<file path="src/rtl/bflsh_pkg.sv">
// Shared state encoding and sizing helpers for the bound flasher.
package bflsh_pkg;

  localparam int STATE_W = 3;

  typedef enum logic [STATE_W-1:0] {
    IDLE   = 3'd0,
    UP_LO  = 3'd1,
    DN_0A  = 3'd2,
    UP_MID = 3'd3,
    DN_LO  = 3'd4,
    UP_MAX = 3'd5,
    DN_0B  = 3'd6
  } state_t;

  // cnt must reach MX_LP itself (all lamps on), hence MX_LP+1 codes.
  function automatic int cnt_width(input int mx_lp);
    return $clog2(mx_lp + 1);
  endfunction

endpackage

</file>
<file path="src/rtl/bflsh_therm.sv">
// Lamp count to thermometer vector: lamp[i] is lit when i < cnt.
module bflsh_therm
  import bflsh_pkg::*;
#(
  parameter int MX_LP = 16,
  parameter int CW    = cnt_width(MX_LP)
) (
  input  logic [CW-1:0]    cnt,
  output logic [MX_LP-1:0] lamp
);

  for (genvar i = 0; i < MX_LP; i++) begin : g_lamp
    assign lamp[i] = (cnt > CW'(i));
  end

endmodule

</file>
<file path="src/rtl/bound_flasher_param.sv">
// Bound flasher: lamp bar ramps between parameterised bounds, with optional
// kickback on flick at selected bounds.
//
//   state  | meaning
//   IDLE   | waiting for flick, all lamps off
//   UP_LO  | rising to BND_LO+1
//   DN_0A  | falling to 0, then UP_MID
//   UP_MID | rising to BND_MID+1 (kickback to DN_0A possible)
//   DN_LO  | falling to BND_LO
//   UP_MAX | rising to MX_LP (kickback to DN_LO possible)
//   DN_0B  | falling to 0, then IDLE with a_done pulse
module bound_flasher_param
  import bflsh_pkg::*;
#(
  parameter int MX_LP   = 16,
  parameter int BND_LO  = 5,
  parameter int BND_MID = 10
) (
  input  logic               clk,
  input  logic               rst_n,
  input  logic               flick,
  input  logic               kick_en,
  output logic [MX_LP-1:0]   a_lamp,
  output logic [STATE_W-1:0] a_next_state,
  output logic               a_done
);

  localparam int CW = cnt_width(MX_LP);
  localparam logic [CW-1:0] CNT_LO   = CW'(BND_LO);
  localparam logic [CW-1:0] CNT_LO1  = CW'(BND_LO + 1);
  localparam logic [CW-1:0] CNT_MID1 = CW'(BND_MID + 1);
  localparam logic [CW-1:0] CNT_MAX  = CW'(MX_LP);

  if (MX_LP < 4 || MX_LP > 64 || BND_LO <= 0 || BND_LO >= BND_MID
      || BND_MID >= MX_LP - 1) begin : g_bad_params
    $error("bound_flasher_param: illegal MX_LP/BND_LO/BND_MID combination");
  end

  state_t            state, state_nxt;
  logic [CW-1:0]     cnt, cnt_nxt;
  logic [MX_LP-1:0]  lamp_nxt;
  logic              done_nxt;
  logic              kick;

  assign kick = kick_en & flick;

  // Transitions are decided on the value cnt takes at this edge (cnt_nxt).
  always_comb begin
    state_nxt = state;
    cnt_nxt   = cnt;
    done_nxt  = 1'b0;
    case (state)
      IDLE: begin
        if (flick) state_nxt = UP_LO;
      end
      UP_LO: begin
        cnt_nxt = cnt + 1'b1;
        if (cnt_nxt == CNT_LO1) state_nxt = DN_0A;
      end
      DN_0A: begin
        cnt_nxt = cnt - 1'b1;
        if (cnt_nxt == '0) state_nxt = UP_MID;
      end
      UP_MID: begin
        cnt_nxt = cnt + 1'b1;
        if (cnt_nxt == CNT_MID1)                state_nxt = kick ? DN_0A : DN_LO;
        else if (kick && cnt_nxt == CNT_LO1)    state_nxt = DN_0A;
      end
      DN_LO: begin
        cnt_nxt = cnt - 1'b1;
        if (cnt_nxt == CNT_LO) state_nxt = UP_MAX;
      end
      UP_MAX: begin
        cnt_nxt = cnt + 1'b1;
        if (kick && cnt_nxt == CNT_MID1) state_nxt = DN_LO;
        else if (cnt_nxt == CNT_MAX)     state_nxt = DN_0B;
      end
      DN_0B: begin
        cnt_nxt = cnt - 1'b1;
        if (cnt_nxt == '0) begin
          state_nxt = IDLE;
          done_nxt  = 1'b1;
        end
      end
      default: begin
        state_nxt = IDLE;
        cnt_nxt   = '0;
      end
    endcase
  end

  assign a_next_state = rst_n ? state_nxt : IDLE;

  bflsh_therm #(.MX_LP(MX_LP), .CW(CW)) u_therm (
    .cnt  (cnt_nxt),
    .lamp (lamp_nxt)
  );

  always_ff @(posedge clk or negedge rst_n) begin
    if (!rst_n) begin
      state  <= IDLE;
      cnt    <= '0;
      a_lamp <= '0;
      a_done <= 1'b0;
    end else begin
      state  <= state_nxt;
      cnt    <= cnt_nxt;
      a_lamp <= lamp_nxt;
      a_done <= done_nxt;
    end
  end

endmodule

</file>
<file path="config.mk">
export PLATFORM = sky130hd
export DESIGN_NAME = bound_flasher_param
export DESIGN_NICKNAME = d
export VERILOG_FILES = /design/src/rtl/bflsh_pkg.sv /design/src/rtl/bflsh_therm.sv /design/src/rtl/bound_flasher_param.sv
export SDC_FILE = /design/constraint.sdc
export NUM_CORES = 1
export LEC_CHECK = 0
export ABC_AREA = 1
export BUFFER_PORTS_ARGS = -buffer_cell sky130_fd_sc_hd__buf_2
export CAP_MARGIN = 5
export CORE_MARGIN = 2
export CORE_UTILIZATION = 35
export CTS_CLUSTER_DIAMETER = 40
export CTS_CLUSTER_SIZE = 20
export DETAILED_ROUTE_END_ITERATION = 7
export PLACE_DENSITY_LB_ADDON = 0.1
export SLEW_MARGIN = 0
export SYNTH_ARGS = -nofsm -noshare
export SYNTH_HDL_FRONTEND = slang
export SYNTH_SLANG_ARGS = --single-unit
</file>
<file path="constraint.sdc">
create_clock -name clk -period 2.2 [get_ports clk]
set_input_delay 0.44 -clock clk [delete_from_list [all_inputs] [get_ports clk]]
set_output_delay 0.44 -clock clk [all_outputs]
set_load 0.1 [all_outputs]
</file>
==> run_results.csv <==
group,metric,value,unit
synth,synth_fa_ha_area_share,4.32,%
die,start_util,36.2,%
clock_network,cts.root.buffer_cell,"clkbuf_8",
timing,max_freq,0.410,GHz
die,dieArea,4670,µm²
clock_network,worstSkewPairLatency,0.26,ns
clock_network,cts_tree,"done",
global_routing,antenna_found_initial,0,
cells_and_area,final_common_cell,"nand2_1",
critical_path,end_kind,"output pin",
die,pin_count,24,
synth,synthMuxAreaShare,0,%
detailed_routing,top_layer,"met4",
timing,finalMaxSlewViolations,0,
clock_network,cts_buffers,3,
cells_and_area,regArea,628,µm²
die,die_h,68.3,µm
hold_path,hold_class,"input port to async pin",
synth,synthSimpleGateAreaFrac,36.6,%
detailed_routing,route.met3.wl,144,µm
placement,hpwl,2900,µm
cells_and_area,multi_input_area,890,µm²
synth,syn_nets,205,
detailed_routing,drtPass1Iterations,4,
critical_path,crit_required,1.76,ns
timing,max_slew_margin,67.7,%
synth,synth_area,1450,µm²
critical_path,worst_path_most_repeated_cell,"nor2_4",
critical_path,crit_arrival,2.00,ns
synth,syn_avg_cell_area,7.39,µm²
timing,hold_viol,0,
detailed_routing,ant_nets,0,
synth,synth_compound_area_share,6.83,%
timing,min_period,2.44,ns
critical_path,cp_max_fo,5,
critical_path,worstSetupPathType,"flip-flop to output pin",
critical_path,worst_path_dominant_cell_family,"simple AND/OR/NAND/NOR gates",
die,fp.dieW,68.3,µm
clock_network,hold_buffers,0,
global_routing,track_usage,19.8,%
placement,pre_cts_ws,-0.115,ns
timing,min_period_over_period,111,%
detailed_routing,drc,0,
timing,setup_viol,3,
placement,gp_congestion,0.827,
placement,io_buffers,23,
cells_and_area,area_growth_syn_to_layout,44.4,%
critical_path,startpoint_type,"flip-flop",
synth,synth_cell_type_count,23,
global_routing,overflow,0,
critical_path,slowest_stage,"dfrtp_1",
synth,ys_seq_area_share,43.2,%
cells_and_area,fillers,387,
detailed_routing,drt_iter0_markers,61,
clock_network,clk_pin_slew,0.09,ns
global_routing,grt_pass1_wl,6910,µm
cells_and_area,final_cell_mix,"nand2_1, inv_1, nor2_1",
detailed_routing,num_vias,1437,
critical_path,path_cells,"buf_6, inv_4, ha_4, nand2_1, nand2_2, nand3_4, nor2_4, nand2_1, nand3_2, nor2_4, nor2_4, buf_12",
global_routing,grt_pass1_vias,1499,
critical_path,critPathMaxStageDelay,0.43,ns
cells_and_area,n_antenna_cell,0,
synth,synthXorXnorAreaFrac,0,%
die,num_rows,23,
outcome,violations,"setup timing",
timing,finalClockSkew,0.00527,ns
detailed_routing,wl_per_cell,13.9,µm
outcome,status,"finished, violations left",
cells_and_area,drive_gt1_share,43.7,%
clock_network,cts_sinks,25,
die,coreArea,4000,µm²
detailed_routing,wl,4100,µm
synth,yosysWarnings,0,
detailed_routing,wl_met2,2190,µm
detailed_routing,wl_met1,1740,µm
job,maxCapViolCount,0,
clock_network,clockBufferDepth,2,
critical_path,cp_num_buf_inv,3,
timing,worst_slew_pin_slew,0.488,ns
detailed_routing,via_per_inst,4.87,
timing,rsz0062_at_grt,"yes",
timing,final.setup.worst_slack,-0.241,ns
synth,synth_top_family_by_area,"simple AND/OR/NAND/NOR gates",
global_routing,grt_max_degree,26,
cells_and_area,fin_nets,255,
clock_network,h-tree-depth,1,
synth,syn-instance-count,196,
synth,synth_seq_cells,25,
-- metrics by stage --
stage                     util [%]  TNS [ns]  std cells  hold slack (ns)  cell area (µm²)
after floorplan                  -   -0.0468        196            0.144             1500
after global placement        45.0   -0.0250        279            0.494             1800
after detailed placement      45.0    -0.166        279            0.497             1800
after CTS                     50.6    -0.581        290            0.203             2020
after global routing          52.3     -1.02        295            0.207             2090
final                         52.3    -0.678        295            0.187             2090
-- metal layers --
layer / GRT usage, % / vias up
met3: 1.97 / 2
met1: 25.2 / 690
met5: 0 / -
met2: 35.9 / 35
met4: 4.50 / 0
li1: - / 710
-- registers in the layout, indices dropped and copies added (netlist names) --
| signal | cells |
|---|---|
| a_done | 1 |
| a_lamp | 16 |
| state | 3 |
| cnt | 5 |
-- cells in the mapped netlist --
cell type  instances  share of area [%]
o211ai_1           2                1.0
dfrtp_1           25                 43
inv_4              1               0.43
nor2_2             4                1.7
nand3_1           22                7.6
ha_1               5                4.3
nor2_4             1               0.78
nand2_2            3                1.3
nand4_1            4                1.7
o22ai_1            1               0.43
nor3_1             1               0.35
o21ai_2            3                1.8
a21oi_1            1               0.35
o211ai_4           1                1.5
o21ai_1            2               0.69
nor2_1            34                8.8
inv_1             27                7.0
o21ai_0            3                1.0
nand2_1           49                 13
inv_2              4                1.0
nor3_4             1                1.1
buf_4              1               0.52
nand3b_1           1               0.52
-- timing repair --
action | 4_1_cts | 5_1_grt
gates resized for setup | 29 | 8
setup buffers | 7 | 5
pin swaps | 19 | 12
endpoints found under the setup margin | 3 | 3
endpoints found under the hold margin | 0 | 0
-- cells by family (layout without fill, tap and decap cells) --
family          Yosys count  count (layout)
fa+ha+maj                 5               5
compound gates           13              13
simple gates            120             120
flops                    25              25
buf+inv                  33              82
-- cell type report --
type                       instances  area share, %
sequential                        25           30.0
timing repair buffer              46           16.3
tap                               50           2.99
multi-input combinational        138           42.5
clock buffer                       4           2.15
inverter                          32           5.98
-- worst paths after layout --
check	startpoint	to	slack, ns	cells after the start
max in group asynchronous	rst_n	cnt[2]	1.75	2
min	rst_n	a_lamp[6]	0.19	2
min in group clk	kick_en	state[1]	0.72	7
min reg2reg	cnt[0]	cnt[0]	0.78	2
max reg2reg	cnt[1]	a_lamp[12]	0.13	13
max	cnt[1]	a_next_state[0]	-0.24	12
Power is not shown: default switching activity piles up to over one toggle a cycle in this logic, so the estimate is an artifact.
